**src/rtl/cdb_arbiter_pkg.sv**
```systemverilog
// rtl/cdb_arbiter_pkg.sv - shared constants for the common-data-bus arbiter
package cdb_arbiter_pkg;

  localparam int ROB_W  = 6;
  localparam int DATA_W = 32;

  localparam logic [5:0] INVALID_TAG = 6'b010000;

  // Result producers, in their fixed CDB port order.
  localparam int REQ_ADD    = 0;
  localparam int REQ_MUL    = 1;
  localparam int REQ_LOAD   = 2;
  localparam int REQ_BRANCH = 3;

  localparam int NUM_REQ_DEF = REQ_BRANCH + 1;

  // k-th candidate after the last winner in round-robin order.
  function automatic int rr_next(input int last, input int k, input int n);
    return (last + k) % n;
  endfunction

endpackage

```
**src/rtl/cdb_arbiter_if.sv**
```systemverilog
// rtl/cdb_arbiter_if.sv - producer-side result ports and CDB broadcast bundle
interface cdb_arbiter_if
  import cdb_arbiter_pkg::*;
#(
  parameter int NUM_REQ = NUM_REQ_DEF,
  parameter int ROB_W   = cdb_arbiter_pkg::ROB_W,
  parameter int DATA_W  = cdb_arbiter_pkg::DATA_W
);

  logic [NUM_REQ-1:0]        req_valid;
  logic [NUM_REQ*ROB_W-1:0]  req_rob;
  logic [NUM_REQ*DATA_W-1:0] req_data;
  logic [NUM_REQ-1:0]        req_ready;
  logic                      cdb_valid;
  logic [ROB_W-1:0]          cdb_rob;
  logic [DATA_W-1:0]         cdb_data;

  modport master (
    output req_valid, req_rob, req_data,
    input  req_ready, cdb_valid, cdb_rob, cdb_data
  );

  modport slave (
    input  req_valid, req_rob, req_data,
    output req_ready, cdb_valid, cdb_rob, cdb_data
  );

endinterface

```
**src/rtl/cdb_fifo.sv**
```systemverilog
// rtl/cdb_fifo.sv - per-producer holding queue with wrap-around pointers and synchronous flush
module cdb_fifo #(
  parameter int DEPTH = 2,
  parameter int WIDTH = 38
) (
  input  logic                         clock,
  input  logic                         reset,
  input  logic                         flush,
  input  logic                         push,
  input  logic [WIDTH-1:0]             push_data,
  input  logic                         pop,
  output logic [WIDTH-1:0]             head,
  output logic [$clog2(DEPTH+1)-1:0]   count
);

  localparam int PTR_W = (DEPTH > 1) ? $clog2(DEPTH) : 1;
  localparam int CNT_W = $clog2(DEPTH + 1);

  logic [WIDTH-1:0] mem [DEPTH];
  logic [PTR_W-1:0] wr_ptr;
  logic [PTR_W-1:0] rd_ptr;

  function automatic logic [PTR_W-1:0] ptr_inc(input logic [PTR_W-1:0] p);
    return (p == PTR_W'(DEPTH - 1)) ? '0 : p + 1'b1;
  endfunction

  always_ff @(posedge clock or posedge reset) begin
    if (reset) begin
      wr_ptr <= '0;
      rd_ptr <= '0;
      count  <= '0;
    end else if (flush) begin
      wr_ptr <= '0;
      rd_ptr <= '0;
      count  <= '0;
    end else begin
      if (push) wr_ptr <= ptr_inc(wr_ptr);
      if (pop)  rd_ptr <= ptr_inc(rd_ptr);
      // Simultaneous push and pop leave the occupancy unchanged.
      case ({push, pop})
        2'b10:   count <= count + CNT_W'(1);
        2'b01:   count <= count - CNT_W'(1);
        default: count <= count;
      endcase
    end
  end

  always_ff @(posedge clock) begin
    if (push && !flush) mem[wr_ptr] <= push_data;
  end

  assign head = mem[rd_ptr];

endmodule

```
**src/rtl/cdb_arbiter.sv**
```systemverilog
// rtl/cdb_arbiter.sv - round-robin common-data-bus arbiter over per-producer holding FIFOs
module cdb_arbiter
  import cdb_arbiter_pkg::*;
#(
  parameter int NUM_REQ = NUM_REQ_DEF,
  parameter int DEPTH   = 2,
  parameter int ROB_W   = cdb_arbiter_pkg::ROB_W,
  parameter int DATA_W  = cdb_arbiter_pkg::DATA_W
) (
  input  logic            clock,
  input  logic            reset,
  input  logic            flush,
  cdb_arbiter_if.slave    bus
);

  localparam int ENTRY_W = ROB_W + DATA_W;
  localparam int CNT_W   = $clog2(DEPTH + 1);
  localparam int GNT_W   = (NUM_REQ > 1) ? $clog2(NUM_REQ) : 1;

  logic [CNT_W-1:0]   count [NUM_REQ];
  logic [ENTRY_W-1:0] head  [NUM_REQ];
  logic [NUM_REQ-1:0] ready;
  logic [NUM_REQ-1:0] nonempty;
  logic [NUM_REQ-1:0] push;
  logic [NUM_REQ-1:0] pop;

  logic [GNT_W-1:0]   last_grant;
  logic [GNT_W-1:0]   grant;
  logic [GNT_W-1:0]   cand;
  logic               found;

  logic               cdb_valid_q;
  logic [ROB_W-1:0]   cdb_rob_q;
  logic [DATA_W-1:0]  cdb_data_q;

  for (genvar i = 0; i < NUM_REQ; i++) begin : g_req
    // Ready comes only from the registered count, so a full FIFO refuses even on a popping edge.
    assign ready[i]    = (count[i] != CNT_W'(DEPTH));
    assign nonempty[i] = (count[i] != '0);
    assign push[i]     = bus.req_valid[i] && ready[i] && !flush;
    assign pop[i]      = found && !flush && (grant == GNT_W'(i));

    cdb_fifo #(
      .DEPTH (DEPTH),
      .WIDTH (ENTRY_W)
    ) u_fifo (
      .clock     (clock),
      .reset     (reset),
      .flush     (flush),
      .push      (push[i]),
      .push_data ({bus.req_rob[i*ROB_W +: ROB_W], bus.req_data[i*DATA_W +: DATA_W]}),
      .pop       (pop[i]),
      .head      (head[i]),
      .count     (count[i])
    );
  end

  // Scan from the requester after the last winner; only already-queued entries compete.
  always_comb begin
    grant = last_grant;
    found = 1'b0;
    cand  = '0;
    for (int k = 1; k <= NUM_REQ; k++) begin
      cand = GNT_W'(rr_next(int'(last_grant), k, NUM_REQ));
      if (!found && nonempty[cand]) begin
        found = 1'b1;
        grant = cand;
      end
    end
  end

  always_ff @(posedge clock or posedge reset) begin
    if (reset) begin
      cdb_valid_q <= 1'b0;
      cdb_rob_q   <= ROB_W'(INVALID_TAG);
      cdb_data_q  <= '0;
      last_grant  <= GNT_W'(NUM_REQ - 1);
    end else if (flush) begin
      cdb_valid_q <= 1'b0;
    end else if (found) begin
      cdb_valid_q               <= 1'b1;
      {cdb_rob_q, cdb_data_q}   <= head[grant];
      last_grant                <= grant;
    end else begin
      cdb_valid_q <= 1'b0;
    end
  end

  assign bus.req_ready = ready;
  assign bus.cdb_valid = cdb_valid_q;
  assign bus.cdb_rob   = cdb_rob_q;
  assign bus.cdb_data  = cdb_data_q;

endmodule

```
**src/flat_wrapper.sv**
```systemverilog
// flat-port wrapper written by rule: the top's interface ports become plain ports
module cdb_arbiter_flat import cdb_arbiter_pkg::*;
#(
  parameter int NUM_REQ = NUM_REQ_DEF,
  parameter int DEPTH   = 2,
  parameter int ROB_W   = cdb_arbiter_pkg::ROB_W,
  parameter int DATA_W  = cdb_arbiter_pkg::DATA_W
)
  (clock, reset, flush, bus_req_valid, bus_req_rob, bus_req_data, bus_req_ready, bus_cdb_valid, bus_cdb_rob, bus_cdb_data);
  cdb_arbiter_if #(.NUM_REQ(NUM_REQ), .ROB_W(ROB_W), .DATA_W(DATA_W)) bus_i ();
  input  logic clock;
  input  logic reset;
  input  logic flush;
  input wire logic [$bits(bus_i.req_valid)-1:0] bus_req_valid;
  input wire logic [$bits(bus_i.req_rob)-1:0] bus_req_rob;
  input wire logic [$bits(bus_i.req_data)-1:0] bus_req_data;
  output wire logic [$bits(bus_i.req_ready)-1:0] bus_req_ready;
  output wire logic [$bits(bus_i.cdb_valid)-1:0] bus_cdb_valid;
  output wire logic [$bits(bus_i.cdb_rob)-1:0] bus_cdb_rob;
  output wire logic [$bits(bus_i.cdb_data)-1:0] bus_cdb_data;
  assign bus_i.req_valid = bus_req_valid;
  assign bus_i.req_rob = bus_req_rob;
  assign bus_i.req_data = bus_req_data;
  assign bus_req_ready = bus_i.req_ready;
  assign bus_cdb_valid = bus_i.cdb_valid;
  assign bus_cdb_rob = bus_i.cdb_rob;
  assign bus_cdb_data = bus_i.cdb_data;
  cdb_arbiter #(.NUM_REQ(NUM_REQ), .DEPTH(DEPTH), .ROB_W(ROB_W), .DATA_W(DATA_W)) u_core (.clock(clock), .reset(reset), .flush(flush), .bus(bus_i));
endmodule
```
**config.mk**
```make
export PLATFORM = sky130hd
export DESIGN_NAME = cdb_arbiter_flat
export DESIGN_NICKNAME = d
export VERILOG_FILES = /design/src/rtl/cdb_arbiter_pkg.sv /design/src/rtl/cdb_arbiter_if.sv /design/src/rtl/cdb_fifo.sv /design/src/rtl/cdb_arbiter.sv /design/src/flat_wrapper.sv
export SDC_FILE = /design/constraint.sdc
export NUM_CORES = 1
export LEC_CHECK = 0
export BUFFER_PORTS_ARGS = -buffer_cell sky130_fd_sc_hd__buf_4
export CAP_MARGIN = 30
export CORE_ASPECT_RATIO = 0.6
export CORE_MARGIN = 2
export CORE_UTILIZATION = 55
export DETAILED_ROUTE_END_ITERATION = 10
export GPL_TIMING_DRIVEN = 1
export PLACE_DENSITY = 0.77
export SLEW_MARGIN = 10
export SYNTH_ARGS = -nofsm -noshare
export SYNTH_HDL_FRONTEND = slang
export SYNTH_HIERARCHICAL = 1
export SYNTH_SLANG_ARGS = --single-unit
```
**constraint.sdc**
```tcl
create_clock -name clock -period 5.9 [get_ports clock]
set_input_delay 0.59 -clock clock [delete_from_list [all_inputs] [get_ports clock]]
set_output_delay 0.59 -clock clock [all_outputs]
set_load 0.05 [all_outputs]
```
# ---- Yosys cells after proc, flatten, opt, wreduce, memory -nomap -nowiden
# Memory sizes are Yosys's and may differ from the RTL's.
# Index checks and enable logic that the tools add are counted.
dict set report word_totals {
  regBits 57
  ram_bits 304
  inputBits 159
  output_inout_bits 43
  wordCells 165
  mem_count 4
}
# memory depth width rd rd_ports_with_merged_regs wr line
set memory_table {}
lappend memory_table {{u_core.g_req[0].u_fifo.mem} 2 38 1 0 1 cdb_fifo.sv:19} ;# logic [WIDTH-1:0] mem [DEPTH];
lappend memory_table {{u_core.g_req[1].u_fifo.mem} 2 38 1 0 1 cdb_fifo.sv:19}
lappend memory_table {{u_core.g_req[2].u_fifo.mem} 2 38 1 0 1 cdb_fifo.sv:19}
lappend memory_table {{u_core.g_req[3].u_fifo.mem} 2 38 1 0 1 cdb_fifo.sv:19}
dict set report op_classes {
  addsub 20
  n_lt_le_gt_ge 5
  eq_ne 15
  n_mux 61
  bitwise_logic 2
  reduce_logical 42
}
# operator count
set ops {}
lappend ops {{$bmux W38 S2} 1}
lappend ops {{$mux W38} 2}
lappend ops {{$mux W1} 42}
lappend ops {{$reduce_bool A2 Y1} 12}
lappend ops {{$logic_and A1 B1 Y1} 20}
lappend ops {{$mux W2} 8}
lappend ops {{$pmux W2 S2} 4}
lappend ops {{$add A2 B1 Y2 const B} 6}
lappend ops {{$eq A2 B2 Y1 const B} 6}
lappend ops {{$lt A2 B3 Y1 const B} 4}
lappend ops {{$reduce_bool A3 Y1} 4}
lappend ops {{$eq A2 B1 Y1 const B} 5}
lappend ops {{$add A1 B1 Y1 const B} 8}
lappend ops {{$bmux W1 S2} 4}
lappend ops {{$ne A2 B2 Y1 const B} 4}
lappend ops {{$sub A2 B1 Y2 const B} 4}
lappend ops {{$add A2 B2 Y2 const B} 2}
lappend ops {{$logic_not A1 Y1} 4}
lappend ops {{$ge A3 B3 Y1 const B} 1}
lappend ops {{$not A2 Y3} 1}
lappend ops {{$logic_not A2 Y1} 1}
lappend ops {{$reduce_and A2 Y1} 1}
lappend ops {{$not A1 Y1} 1}

# ---- Longest topological paths before layout
# Gate-level depths: netlist of run 1.
dict set report logic_depth {
  word_depth 18
  depth_mapped 11
  mapped_depth_nobuf 8
}

# ---- Cells and area by module
# The synthesis of run 1 kept the hierarchy.
# module n_inst cells_each area_each_um2 seq_area_each_um2
set by_module_without_submodules {}
lappend by_module_without_submodules {cdb_fifo 4 138 2996.6 2382.3}
lappend by_module_without_submodules {cdb_arbiter 1 267 2673.8 1029.7}

# ---- Least setup slack after synthesis of run 1
# Ideal clock, no wire load.
dict set report synth_path {
  path_type {register to register}
  startpoint {reg u_core.g_req[3].u_fifo.count[0]}
  endpoint {mem u_core.g_req[3].u_fifo.mem[0][0] (enable)}
  t_arrival_ns 4.087
  slack_ns 1.324
  path_stages_with_launch 4
  path_buffers 0
  synth_period_minus_slack_ns 4.576
  cell_sequence {dfrtp_1 > nand2b_1 > and3b_1 > nor3b_1}
}
dict set report synth_between {
  elab_chain_len 6
}
# element line
set synth_rtl {}
lappend synth_rtl {{start, declared} cdb_fifo.sv:13} ;# output logic [$clog2(DEPTH+1)-1:0] count
lappend synth_rtl {{start signal, assigned} cdb_fifo.sv:41} ;# 2'b10: count <= count + CNT_W'(1);
lappend synth_rtl {{start signal, assigned} cdb_fifo.sv:42} ;# 2'b01: count <= count - CNT_W'(1);
lappend synth_rtl {{start signal, assigned} cdb_fifo.sv:43} ;# default: count <= count;
lappend synth_rtl {{$ne A2 B2 Y1} cdb_arbiter.sv:38} ;# assign ready[i] = (count[i] != CNT_W'(DEPTH));
lappend synth_rtl {{via bus_req_ready[3]} flat_wrapper.sv:17} ;# output wire logic [$bits(bus_i.req_ready)-1:0] bus_req_ready;
lappend synth_rtl {{$logic_and A1 B1 Y1 (2 in series)} cdb_arbiter.sv:40} ;# assign push[i] = bus.req_valid[i] && ready[i] && !flush;
lappend synth_rtl {{via u_core.push[3]} cdb_arbiter.sv:24} ;# logic [NUM_REQ-1:0] push;
lappend synth_rtl {{$logic_and A1 B1 Y1} cdb_fifo.sv:49} ;# if (push && !flush) mem[wr_ptr] <= push_data;
lappend synth_rtl {{$mux W1} cdb_fifo.sv:49}
lappend synth_rtl {{$mux W1 (implied by the code)} cdb_fifo.sv:49}
lappend synth_rtl {{end, declared} cdb_fifo.sv:19}
# The timed path passes the listed nets, and every way through them passes these cells.

# ---- Worst setup path after layout of run 1
dict set report layout_path {
  startpoint {reg u_core.last_grant[0]}
  endpoint {reg u_core.g_req[2].u_fifo.count[1]}
}
dict set report layout_between {
  elab_chain_len 18
  elab_cells_between_ends 34
  classes_between {add/sub (4); eq/ne (3); mux (18); reduce/logical (9)}
}
# element line
set layout_rtl {}
lappend layout_rtl {{start, declared} cdb_arbiter.sv:27} ;# logic [GNT_W-1:0] last_grant;
lappend layout_rtl {{start signal, assigned} cdb_arbiter.sv:77} ;# last_grant <= GNT_W'(NUM_REQ - 1);
lappend layout_rtl {{start signal, assigned} cdb_arbiter.sv:83} ;# last_grant <= grant;
lappend layout_rtl {{$add A2 B1 Y2} cdb_arbiter_pkg.sv:19} ;# return (last + k) % n;
lappend layout_rtl {{$bmux W1 S2} cdb_arbiter.sv:65} ;# if (!found && nonempty[cand]) begin
lappend layout_rtl {{$mux W1 (implied by the code)} cdb_arbiter.sv:65}
lappend layout_rtl {{$mux W1} cdb_arbiter.sv:65}
lappend layout_rtl {{$logic_not A1 Y1} cdb_arbiter.sv:65}
lappend layout_rtl {{$logic_and A1 B1 Y1} cdb_arbiter.sv:65}
lappend layout_rtl {{$mux W1} cdb_arbiter.sv:65}
lappend layout_rtl {{$logic_not A1 Y1} cdb_arbiter.sv:65}
lappend layout_rtl {{[3 not listed]} -}
lappend layout_rtl {{$logic_and A1 B1 Y1} cdb_arbiter.sv:65}
lappend layout_rtl {{$mux W2 / $mux W1 (equally long branches)} cdb_arbiter.sv:65}
lappend layout_rtl {{$eq A2 B2 Y1 / $logic_and A1 B1 Y1 (equally long branches)} cdb_arbiter.sv:41} ;# assign pop[i] = found && !flush && (grant == GNT_W'(i));
lappend layout_rtl {{$logic_and A1 B1 Y1 *} cdb_arbiter.sv:41}
lappend layout_rtl {{via u_core.pop[2]} cdb_arbiter.sv:25} ;# logic [NUM_REQ-1:0] pop;
lappend layout_rtl {{$eq A2 B1 Y1 / $eq A2 B2 Y1 (equally long branches)} cdb_fifo.sv:40} ;# case ({push, pop})
lappend layout_rtl {{$pmux W2 S2} cdb_fifo.sv:40}
lappend layout_rtl {{$mux W2} cdb_fifo.sv:32} ;# end else if (flush) begin
lappend layout_rtl {{end signal, assigned} cdb_fifo.sv:41}
lappend layout_rtl {{end signal, assigned} cdb_fifo.sv:42}
lappend layout_rtl {{end signal, assigned} cdb_fifo.sv:43}
lappend layout_rtl {{end, declared} cdb_fifo.sv:13}
# Mark *: on every way through the listed nets, which the timed path passes. The rest lies on a longest branch. The select of a mux whose other input is x is not followed.
# A chain may end at the register's enable or synchronous reset.

==> qor.yml, run 1 <==
start_util: 0.557
synthesis.nets: 978
cts_tree: "done"
rows: 46
critical_path.top_delay_family: "simple AND/OR/NAND/NOR gates"
ioPinCount: 202
nFillCells: 1796
clk_pin_slew_ps: 60
synthFlopType: "edfxtp_1"
syn-instance-count: 819
drt_iter0_markers: 935
cp_max_fo: 25
irDropWorstVdd_uv: 316
setup_viol: 0
grt-ovfl-total: 0
dp.final_hpwl_um: 23900
ff2ff_path_depth: 8
fin_crit_sh: 0.531
tns_ps: 0
wl_um: 35200
cp.required_ps: 6290
nets: 1190
crit_arrival_ps: 3520
antenna_found_initial: 1
vias_per_cell: 5.88
wl_per_cell_um: 24.8
hold_class: "in2reg"
dieArea_um2: 28000
grt_pass1_wl_um: 50600
io_buffers: 201
htreeDepth: 2
drive_gt1_frac: 0.426
ys_seq_area_frac: 0.720
cpPeakStageDelay_ps: 630
powerDensity_nw_per_um2: 493
maxSlewViolCount: 0
worstReg2RegStart: "u_core/last_grant[0]"
finClkSkew_ps: 18.0
dieWidth_um: 215
root_buffer: "clkbuf_16"
clk_latency_ps: 520
area_growth_pct: 21.2
cpMaxStageDelayCell: "or3_1"
post-cts-setup-buffers: 0
p_leak_nw: 6.50
mostFrequentLayoutCells: "304 x edfxtp_1, 213 x buf_4, 112 x mux2_2"
syn_avg_cell_area_um2: 17.9
syn_area_um2: 14700
dp_cells: 1353
cp_num_buf_inv: 1
cts_resized: 0
yosys_warnings: 6
synth_seq_cells: 361
fmax_mhz: 319
track_usage: 0.249
critPathLaunchType: "flip-flop"
maxCapViolCount: 0
final_common_cell: "edfxtp_1"
crit_chain: "or3b_1 > a211oi_1 > or3_1 > buf_4 > nor2_1 > and3b_1 > o21ai_0 > nor3b_2"
r2r-end: "u_core/g_req[2].u_fifo/count[1]"
min_period_ps: 3140
dr.pass1.iters: 5
rsz0062_at_grt: "false"
place.gp.congestion: 0.898
min_path_cells: 1
grt_pass1_vias: 8020
cts_buffers: 35
core_area_um2: 26300
synth-async-reset-ratio: 0.158
min_to: "u_core/g_req[1].u_fifo/mem[1][16]"
synth_edf_count: 304
cp-end-kind: "flip-flop"
netlist-cell-type-count: 40
maxSlewHeadroom: 0.482
die_height_um: 130
rrSetupSlack_ps: 2760
cts_sinks: 361
worst-setup-path-type: "reg2reg"
finalHoldViolations: 0
ant_nets: 0
cts_buffer_depth: 3
stdcell_count: 1417
status: "complete, no violations"
holdCritStartpoint: "bus_req_data[48]"
grt_max_degree: 54
drcViolationCount: 0
vias: 8326
tightest_slew_ps: 756
[area by class of cell]
class | count | area, µm² | area share
Antenna cell | 1 | 2.50 | 0.000141
Tap cell | 360 | 450 | 0.0254
Inverter | 7 | 26.3 | 0.00148
Clock buffer | 50 | 1030 | 0.0583
Multi-Input combinational cell | 404 | 3760 | 0.211
Timing Repair Buffer | 222 | 1780 | 0.100
Clock inverter | 12 | 144 | 0.00810
Sequential cell | 361 | 10600 | 0.595
[what timing repair did]
item,in CTS,in global routing
endpoints found under the setup margin,0,0
hold buffers,1,0
hold endpoints to repair,16,0
[routing by layer]
| metal | vias to the layer above | global-route usage | share of wire |
|---|---|---|---|
| met3 | 45 | 0.0641 | 0.086 |
| li1 | 3670 | - | - |
| met4 | 0 | 0.0507 | 0.012 |
| met1 | 4267 | 0.391 | 0.47 |
| met5 | - | 0 | 0 |
| met2 | 344 | 0.351 | 0.43 |
[sequential cells by signal, summed over array words and instances, names as in the netlist]
| signal | count |
|---|---|
| u_core/bus.cdb_valid | 1 |
| u_core/g_req.u_fifo/wr_ptr | 4 |
| u_core/last_grant | 2 |
| u_core/g_req.u_fifo/rd_ptr | 4 |
| u_core/bus.cdb_data | 32 |
| u_core/bus.cdb_rob | 6 |
| u_core/g_req.u_fifo/count | 8 |
| u_core/g_req.u_fifo/mem | 304 |
[worst max-delay path by stage]
stage / startpoint / cells after the start / slack [ps] / endpoint
finish: u_core/last_grant[0] / 8 / 2760 / u_core/g_req[2].u_fifo/count[1]
floorplan: u_core/g_req[3].u_fifo/count[0] / 3 / 1320 / u_core/g_req[3].u_fifo/mem[0][0]
global placement: u_core/last_grant[0] / 8 / 2890 / u_core/g_req[2].u_fifo/count[1]
global route: u_core/last_grant[0] / 8 / 2570 / u_core/g_req[2].u_fifo/count[1]
CTS: u_core/last_grant[0] / 8 / 2800 / u_core/g_req[2].u_fifo/count[1]
detailed placement: u_core/last_grant[0] / 8 / 2810 / u_core/g_req[2].u_fifo/count[1]
[metrics by stage]
stage	total power [mW]	worst slack, ps	instance area [µm²]	util	hold slack, ps
3_5_place_dp	6.48	2810	16600	0.630	498
6_report	8.76	2760	17800	0.675	251
2_1_floorplan	5.56	1320	14700	-	356
4_1_cts	8.77	2800	17800	0.675	235
3_3_place_gp	6.38	2890	16400	0.623	482
5_1_grt	9.09	2570	17800	0.675	235
[logic make-up (layout without fill, tap and decap cells)]
logic type,after synthesis,after routing,share of synthesized area
mux,190,190,0.153
flops,361,361,0.720
compound gates,89,89,0.0476
simple gates,113,113,0.0464
other cells,0,1,0
xor+xnor,12,12,0.00717
buf+inv,54,291,0.0256
[cells in the mapped netlist, drive strengths merged, types with 2 or more instances]
| cell type | number | area [µm²] |
|---|---|---|
| edfxtp | 304 | 9130 |
| mux2 | 152 | 1860 |
| dfrtp | 54 | 1350 |
| a32oi | 38 | 333 |
| buf | 38 | 315 |
| mux2i | 38 | 380 |
| nand3 | 38 | 190 |
| o211ai | 38 | 285 |
| nor2 | 19 | 71.3 |
| and3b | 13 | 114 |
| nor3b | 12 | 110 |
| nor3 | 10 | 50.1 |
| clkbuf | 9 | 33.8 |
| xnor2 | 8 | 70.1 |
| inv | 7 | 26.3 |
| o21ai | 7 | 35.0 |
| and2 | 5 | 31.3 |
| nand2b | 5 | 31.3 |
| nand2 | 4 | 15.0 |
| xor2 | 4 | 35.0 |
| dfstp | 3 | 78.8 |
| nor4 | 3 | 40.0 |
| a211oi | 2 | 15.0 |
[report_power, final]
part	internal (mW)	total, mW	switching (mW)
Combinational	1.09	3.20	2.11
Sequential	3.07	3.26	0.191
Clock	1.36	2.29	0.934
Power figures use the tool's default switching activity.
==> run 2: changes to the inputs <==
==> constraint.sdc (replaced) <==
create_clock -name clock -period 2.9 [get_ports clock]
set_input_delay 0.29 -clock clock [delete_from_list [all_inputs] [get_ports clock]]
set_output_delay 0.29 -clock clock [all_outputs]
set_load 0.05 [all_outputs]
==> run 2 against run 1 <==
Compared with the run above: via count up 8.3%; sequential share of layout area decreased by 4.5 points; register-to-register slack worse by 2400 ps; first-iteration DRC count increased by 1.2%; utilization increased by 5.5 points; critical endpoint is now u_core/g_req[3].u_fifo/count[1]; highest routed layer unchanged.
==> qor.yml, run 2 (synthesis gave the netlist of run 1 again) <==
maxCapViolCount: 0
min_path_cells: 2
cp_max_fo: 8
maxSlewHeadroom: 0.517
area_growth_pct: 31.0
fin_crit_sh: 0.879
antenna_found_initial: 3
maxSlewViolCount: 0
dr.pass1.iters: 4
finClkSkew_ps: 18.1
drive_gt1_frac: 0.372
cpPeakStageDelay_ps: 600
cp-end-kind: "flip-flop"
dieWidth_um: 215
post-cts-setup-buffers: 0
rows: 46
multi_input_area_um2: 3780
dieArea_um2: 28000
place.gp.congestion: 0.971
die_height_um: 130
wl_per_cell_um: 24.3
htreeDepth: 2
grt_pass1_wl_um: 55900
fin_hold_ws_ps: 215
min_to: "u_core/g_req[3].u_fifo/rd_ptr"
cts_buffers: 35
fmax_mhz: 392
setup_slack_ps: 352
utilization: 0.730
grt_max_degree: 47
irDropWorstVdd_uv: 882
cp_num_buf_inv: 0
io_buffers: 201
holdCritStartpoint: "flush"
cts_buffer_depth: 3
p_total_mw: 17.8
dp_cells: 1362
drt_iter0_markers: 946
cpMaxStageDelayCell: "dfstp_2"
cts_resized: 0
rrSetupSlack_ps: 350
cts_sinks: 361
vias_per_cell: 5.71
hold_class: "in2reg"
ff2ff_path_depth: 8
stdcell_area_um2: 19200
core_area_um2: 26300
cts_tree: "done"
ant_nets: 0
critical_path.top_delay_family: "simple AND/OR/NAND/NOR gates"
finalHoldViolations: 0
critPathLaunchType: "flip-flop"
vias: 9018
stdcell_count: 1580
dpl_cell_area_um2: 16600
p_leak_nw: 7.12
largest_reg_flops: 304
clk_latency_ps: 520
r2r-end: "u_core/g_req[3].u_fifo/count[1]"
tns_ps: 0
ioPinCount: 202
cp_common_cell: "o21ai_0"
root_buffer: "clkbuf_16"
grt_pass1_vias: 8831
min_period_ps: 2550
status: "complete, no violations"
cp.required_ps: 3280
regMostFlops: "u_core/g_req.u_fifo/mem"
seq_area_um2: 10600
mostFrequentLayoutCells: "304 x edfxtp_1, 226 x buf_4, 153 x dlygate4sd3_1"
start_util: 0.557
grt-ovfl-total: 0
clk_pin_slew_ps: 60
powerDensity_nw_per_um2: 928
worst-setup-path-type: "reg2reg"
tightest_slew_ps: 718
nFillCells: 1598
rsz0062_at_grt: "false"
crit_arrival_ps: 2930
setup_viol: 0
wl_um: 38500
pre_cts_ws_ps: 442
final_common_cell: "edfxtp_1"
drcViolationCount: 0
dp.final_hpwl_um: 24500
nets: 1351
worstReg2RegStart: "u_core/last_grant[1]"
crit_chain: "o21ai_0 > o22ai_1 > a2bb2oi_1 > or2_2 > nor2_1 > nor3b_1 > o21ai_0 > nor3b_2"
track_usage: 0.274
run 2: cell count changes in the layout (fill, tap and decap cells not counted), sizes merged:
cell,delta
dlygate4sd3,+152
clkinv,+4
clkbuf,-1
buf,+9
clkinvlp,-1
bufinv,-2
diode,+2
run 2: area by class of cell:
type | count | area share
inverter | 7 | 0.00137
clock inverter | 13 | 0.00469
clock buffer | 49 | 0.0511
multi-input combinational | 404 | 0.197
timing repair buffer | 383 | 0.172
tap | 360 | 0.0234
antenna | 3 | 0.000391
sequential | 361 | 0.550
run 2: timing repair:
| item | in CTS | in global routing |
|---|---|---|
| endpoints found under the setup margin | 0 | 0 |
| hold buffers | 153 | 0 |
| hold endpoints to repair | 331 | 0 |
run 2: layer usage:
metal  global-route usage  routed length (µm)
met1                0.422               17700
met2                0.390               16500
met3               0.0782                3740
met4               0.0535                 474
met5                    0                   0
run 2: worst register-to-register path, delay by kind of cell, from the launching register on:
kind | cells | cell delay [ps]
AND/OR/NAND/NOR | 4 | 1110
AO/OA/AOI/OAI | 4 | 710
flip-flops | 1 | 600
run 2: worst max-delay path by stage:
stage | depth (start not counted) | end | start
after floorplan | 3 | u_core/g_req[3].u_fifo/mem[0][0] | u_core/g_req[3].u_fifo/count[0]
after global placement | 6 | u_core/bus.cdb_data[0] | u_core/g_req[3].u_fifo/count[0]
after detailed placement | 8 | u_core/g_req[3].u_fifo/count[1] | u_core/last_grant[1]
after CTS | 8 | u_core/g_req[3].u_fifo/count[1] | u_core/last_grant[1]
after global routing | 8 | u_core/g_req[2].u_fifo/count[1] | u_core/last_grant[1]
final | 8 | u_core/g_req[3].u_fifo/count[1] | u_core/last_grant[1]
run 2: power breakdown:
part | internal (mW) | switching (mW)
logic | 2.50 | 4.36
registers | 6.25 | 0.385
clock network | 2.46 | 1.88
total | 11.2 | 6.63
